[src/rtl/operand_fetch.sv]
// Operand fetch: sequences rs1/rs2 reads through a single-port register file and
// arbitrates the port with retiring writebacks. Optional macro: OPFETCH_WB_BYPASS_EN.
module operand_fetch #(
    parameter int WORD_SIZE = 32,
    parameter int REG_COUNT = 32,
    localparam int AW = $clog2(REG_COUNT)
) (
    input  logic                 clk,
    input  logic                 rst_n,
    input  logic                 in_valid,
    output logic                 in_ready,
    input  logic [AW-1:0]        in_rs1,
    input  logic [AW-1:0]        in_rs2,
    input  logic                 in_use_rs2,
    output logic                 out_valid,
    input  logic                 out_ready,
    output logic [WORD_SIZE-1:0] out_op1,
    output logic [WORD_SIZE-1:0] out_op2,
    input  logic                 wb_valid,
    output logic                 wb_ready,
    input  logic [AW-1:0]        wb_rd,
    input  logic [WORD_SIZE-1:0] wb_data,
    output logic                 rf_we,
    output logic [AW-1:0]        rf_addr,
    output logic [WORD_SIZE-1:0] rf_wdata,
    input  logic [WORD_SIZE-1:0] rf_rdata
);

    typedef enum logic [1:0] {IDLE, RD1, RD2, DONE} state_t;

    state_t                 state_q, state_d;
    logic [AW-1:0]          rs1_q, rs1_d;
    logic [AW-1:0]          rs2_q, rs2_d;
    logic                   use_rs2_q, use_rs2_d;
    logic [WORD_SIZE-1:0]   op1_q, op1_d;
    logic [WORD_SIZE-1:0]   op2_q, op2_d;

    logic                   port_free;
    logic [AW-1:0]          rd_idx;
    logic [WORD_SIZE-1:0]   rd_val;

    always_ff @(posedge clk or negedge rst_n) begin
        if (!rst_n) begin
            state_q   <= IDLE;
            rs1_q     <= '0;
            rs2_q     <= '0;
            use_rs2_q <= 1'b0;
            op1_q     <= '0;
            op2_q     <= '0;
        end else begin
            state_q   <= state_d;
            rs1_q     <= rs1_d;
            rs2_q     <= rs2_d;
            use_rs2_q <= use_rs2_d;
            op1_q     <= op1_d;
            op2_q     <= op2_d;
        end
    end

    // Writebacks only get the port while no read is in flight, so reads never starve.
    always_comb begin
        port_free = (state_q == IDLE) || (state_q == DONE);
        rd_idx    = (state_q == RD2) ? rs2_q : rs1_q;
`ifdef OPFETCH_WB_BYPASS_EN
        rd_val = (wb_valid && (wb_rd == rd_idx) && (wb_rd != '0)) ? wb_data : rf_rdata;
`else
        rd_val = rf_rdata;
`endif
    end

    always_comb begin
        state_d   = state_q;
        rs1_d     = rs1_q;
        rs2_d     = rs2_q;
        use_rs2_d = use_rs2_q;
        op1_d     = op1_q;
        op2_d     = op2_q;
        unique case (state_q)
            IDLE: begin
                if (in_valid) begin
                    rs1_d     = in_rs1;
                    rs2_d     = in_rs2;
                    use_rs2_d = in_use_rs2;
                    state_d   = RD1;
                end
            end
            RD1: begin
                op1_d = rd_val;
                if (use_rs2_q) begin
                    state_d = RD2;
                end else begin
                    op2_d   = '0;
                    state_d = DONE;
                end
            end
            RD2: begin
                op2_d   = rd_val;
                state_d = DONE;
            end
            DONE: begin
                if (out_ready) state_d = IDLE;
            end
            default: state_d = IDLE;
        endcase
    end

    assign in_ready  = (state_q == IDLE);
    assign out_valid = (state_q == DONE);
    assign out_op1   = op1_q;
    assign out_op2   = op2_q;
    assign wb_ready  = port_free;
    // x0 writes complete the handshake but never touch the file.
    assign rf_we     = rst_n && wb_valid && port_free && (wb_rd != '0);
    assign rf_addr   = port_free ? (wb_valid ? wb_rd : rs1_q) : rd_idx;
    assign rf_wdata  = wb_data;

endmodule

[config.mk]
export PLATFORM = sky130hd
export DESIGN_NAME = operand_fetch
export DESIGN_NICKNAME = d
export VERILOG_FILES = /design/src/rtl/operand_fetch.sv
export SDC_FILE = /design/constraint.sdc
export NUM_CORES = 1
export LEC_CHECK = 0
export ABC_AREA = 0
export CORE_MARGIN = 4
export CORE_UTILIZATION = 60
export CTS_CLUSTER_SIZE = 24
export DETAILED_ROUTE_END_ITERATION = 10
export DONT_BUFFER_PORTS = 1
export PLACE_DENSITY_LB_ADDON = 0.05
export SYNTH_ARGS = -nofsm -noshare
export SYNTH_HDL_FRONTEND = slang
export SYNTH_SLANG_ARGS = --single-unit
[constraint.sdc]
create_clock -name clk -period 4.02 [get_ports clk]
set_input_delay 0.402 -clock clk [delete_from_list [all_inputs] [get_ports clk]]
set_output_delay 0.402 -clock clk [all_outputs]
set_load 0.01 [all_outputs]
Word-level counts from Yosys, hierarchy flattened. Cells that the tools add are included.

Register bits after elaboration: 77. Logic and storage cells: 31. Output and inout bits: 105.

Muxes and demuxes: 9. Equal/unequal tests: 6. Reduce and logical (&&, ||, !) cells: 10.

Operator list (count): one-hot mux 32 bit (2 select lines) (1); two-way mux 32 bit (1); two-way mux 5 bit (3); one-hot mux 2 bit (4 select lines) (1); AND reduction 2 bit (3); nonzero test 5 bit (1); == test 2 bit, second input constant (2); two-way mux 2 bit (2); inequality test 2 bit, second input constant (2); logical AND 1 bit (3); == test 2 x 1 -> 1 bit, second input constant (1); zero test 2 bit (1); inequality test 2 x 1 -> 1 bit, second input constant (1); nonzero test 2 bit (1); logical OR 1 bit (1); two-way mux 1 bit (1).

Longest topological paths before layout.
Word-level depth: 4. Depth in mapped cells: 7. Depth with buffers taken out: 5.

Worst setup path before layout. OpenSTA, ideal clock, no wires.

Kind: reg-to-output. From: reg state_q[0]. To: out rf_addr[0]. Data required time: 3.618 ns. Arrival: 1.303 ns. Stages on the path, launching flop included: 6. Setup slack: 2.315 ns. Cells stage by stage: dfrtp_1 inv_1 ha_1 clkbuf_1 a211oi_1 a21oi_1.

Longest elaborated chain between the ends: 3. Elaborated cells on any way between the ends: 6. Those cells by class: eq/ne (2); mux (2); reduce/logical (2).

RTL lines: start: declaration (line 31) `state_t state_q, state_d;`; start signal: assignment (line 51) `state_q <= state_d;`; == test 2 bit (tied with other cells) (line 63) `rd_idx = (state_q == RD2) ? rs2_q : rs1_q;`; two-way mux 5 bit or logical OR 1 bit (tied branches) (line 63, 62); two-way mux 5 bit (*) (line 114) `assign rf_addr = port_free ? (wb_valid ? wb_rd : rs1_q) : rd_idx;`; end: declaration (line 24) `output logic [AW-1:0] rf_addr,`.

Every way passes the cells marked *; elsewhere a longest branch is shown, timed or not.

Worst setup path in the final report.
From: reg state_q[0]. To: out rf_addr[1].

Same word-level chain as after synthesis.

==> flow_summary.ini <==
[pwr]
power_uw = 3160
vdd_drop_max_mv = 0.387
powerDensity_nw_per_um2 = 908
p_leak_uw = 0.00154

[clock_network]
tritoncts = yes
cts_sinks = 77
ctsResizeCount = 0
numCtsBuffers = 9
clock_latency_ns = 0.33
clock-root-buffer = clkbuf_8
path_clk_slew_ns = 0.07
cts-htree-levels = 3
cts_setup_buffers = 0
clock_path_buffers = 2

[synth]
synthXorXnorAreaFrac_pct = 0
yosysTopAreaCell = dfrtp_1
synth_compound_area_share_pct = 7.58
synth-simple-area-share_pct = 6.47
synth_top_family_by_area = multiplexers
ys_ff_latch = 77
ys_seq_area_share_pct = 55.4
synth_cell_types = 21
synth.yosys.warnings = 0
syn-num-nets = 396
muxShareOfSynthArea_pct = 15.6
synthTopCellsByArea = dfrtp_1 (55%), mux2_2 (14%), buf_4 (7.1%)
synthAdderAreaFrac_pct = 1.80
synth_area_per_cell_um2 = 11.4
netlist_instances = 306
synth_top_area_share_pct = 55.4
synth.cell_area_um2 = 3480

[drt]
drt-total-wl_mm = 7.08
firstDrtPassIters = 4
wl_per_cell_um = 20.5
vias_per_cell = 5.92
dr.first_iter.drc_count = 136
drc = 0
num_vias = 2048
ant_nets = 0

[sta]
min_period_ns = 2.51
slew_headroom_pct = 39.9
drv_slew = 0
min_period_over_period_pct = 62.4
finalSetupTns_ns = 0
setup_viol = 0
setup_slack_ns = 1.51
rsz0062_at_grt = false
fin_hold_ws_ns = 0.207
max_freq_mhz = 399
hold_viol = 0
fin_skew_ns = 0.00593
worst_slew_pin_slew_ns = 0.901

[place]
place.gp.congestion = 0.726
pre_cts_ws_ns = 1.51
io_buffers = 0
hpwl_mm = 4.85

[cells_and_area]
area_growth_pct = -0.0718
fin_util_pct = 62.4
nets = 361
layout_common_cells = dfrtp_1 (77), mux2_2 (43), inv_1 (36), nand3_1 (32), o21ai_0 (32)
final_common_cell = dfrtp_1
drive_gt1_share_pct = 21.9
diodes = 0
fillers = 457

[die]
die_w_um = 84.2
die_h_um = 84.2
io_pins = 190
start_util_pct = 62.4
core_area_um2 = 5570
placementRows = 27
die_area_um2 = 7080

[critical_path]
r2r_start = state_q[0]
slowest_stage = ha_2
critPathTopFamily = adder cells
worstPathArrival_ns = 2.11
critPathCaptureType = primary output
path_class = flop to primary output
startpoint_type = flop
worst-r2r-setup-slack_ns = 1.61
crit_buf_inv = 1
worstPathRequired_ns = 3.62
path_max_fanout = 38
path_cells = inv_1, ha_2, mux2i_1, a21oi_1
max_stage_delay_ns = 0.71
ff2ff_path_depth = 4
r2r-end = out_op2[8]

[global_routing]
grt_max_degree = 78
first_global_vias = 2183
grt_pass1_wl_mm = 11.4
grt_antenna_before_repair = 0
grtUsageMet3_pct = 10.5
use_met2_pct = 33.1
busiest_layer = met2
grt_overflow = 0
met1_usage_pct = 22.7
track_usage_pct = 20.4

[flow_run]
max_cap_viol_count = 0

[hold_path]
whs_path_depth = 2
holdCritPathClass = input pin to flop
hold_start = rf_rdata[15]
worstHoldEndpoint = out_op2[15]

[run_status]
status = completed
==> state kept, by name, indices dropped and copies added, names as in the netlist <==
| signal | cells |
|---|---|
| state_q | 2 |
| use_rs2_q | 1 |
| rs2_q | 5 |
| out_op2 | 32 |
| out_op1 | 32 |
| rs1_q | 5 |
==> what timing repair did <==
item                                    in CTS  in global routing
hold endpoints to repair                    77                  0
endpoints found under the setup margin       0                  0
hold buffers                                 2                  0
==> where the power goes <==
part / internal [uW] / switching, uW
clock: 297 / 250
sequential: 1160 / 410
combinational: 465 / 580
total: 1920 / 1240
==> kinds of logic (layout without fill, tap and decap cells) <==
family,count (synthesis),count (layout)
fa+ha+maj,5,5
mux,49,49
simple gates,43,43
compound gates,47,47
flops,77,77
buf+inv,85,53
==> Yosys cell counts <==
cell type	count
clkbuf_1	4
buf_2	12
o31ai_1	2
nor2_1	1
or4_1	1
o21ai_0	32
a211oi_1	5
ha_1	5
a21oi_1	5
o21a_1	1
nor2b_1	7
nand2_2	1
a21o_1	1
o2111a_1	1
dfrtp_1	77
buf_4	33
mux2_2	43
nand2_1	1
inv_1	36
nand3_1	32
mux2i_1	6
==> per-layer routing <==
metal / share of wire (%) / routed length (um)
met5: 0 / 0
met4: 1.8 / 130
met3: 12 / 858
met2: 48 / 3390
met1: 38 / 2700
==> area by class of cell <==
class | count | area [um^2] | area share (%)
tap | 72 | 90.1 | 2.59
clock inverter | 2 | 35.0 | 1.01
inverter | 36 | 135 | 3.88
timing repair buffer | 3 | 45.0 | 1.29
clock buffer | 12 | 145 | 4.17
sequential | 77 | 1930 | 55.4
multi-input combinational | 144 | 1100 | 31.7
==> through the flow <==
| stage | cells | instance area, um^2 |
|---|---|---|
| final | 346 | 3480 |
| after global routing | 346 | 3480 |
| after global placement | 330 | 3260 |
| after detailed placement | 330 | 3260 |
| after CTS | 346 | 3480 |
| after floorplan | 306 | 3480 |
==> how the worst max path moves through the flow <==
stage | start | endpoint | slack, ns | cells past startpoint
2_1_floorplan | state_q[0] | rf_addr[0] | 2.31 | 5
6_report | state_q[0] | rf_addr[1] | 1.51 | 4
3_5_place_dp | state_q[0] | out_op2[4] | 1.51 | 4
3_3_place_gp | state_q[0] | out_op2[17] | 1.60 | 4
5_1_grt | state_q[0] | out_op2[8] | 1.28 | 4
4_1_cts | state_q[0] | rf_addr[2] | 1.46 | 4
Note: power is estimated with default switching activity, not from simulation.
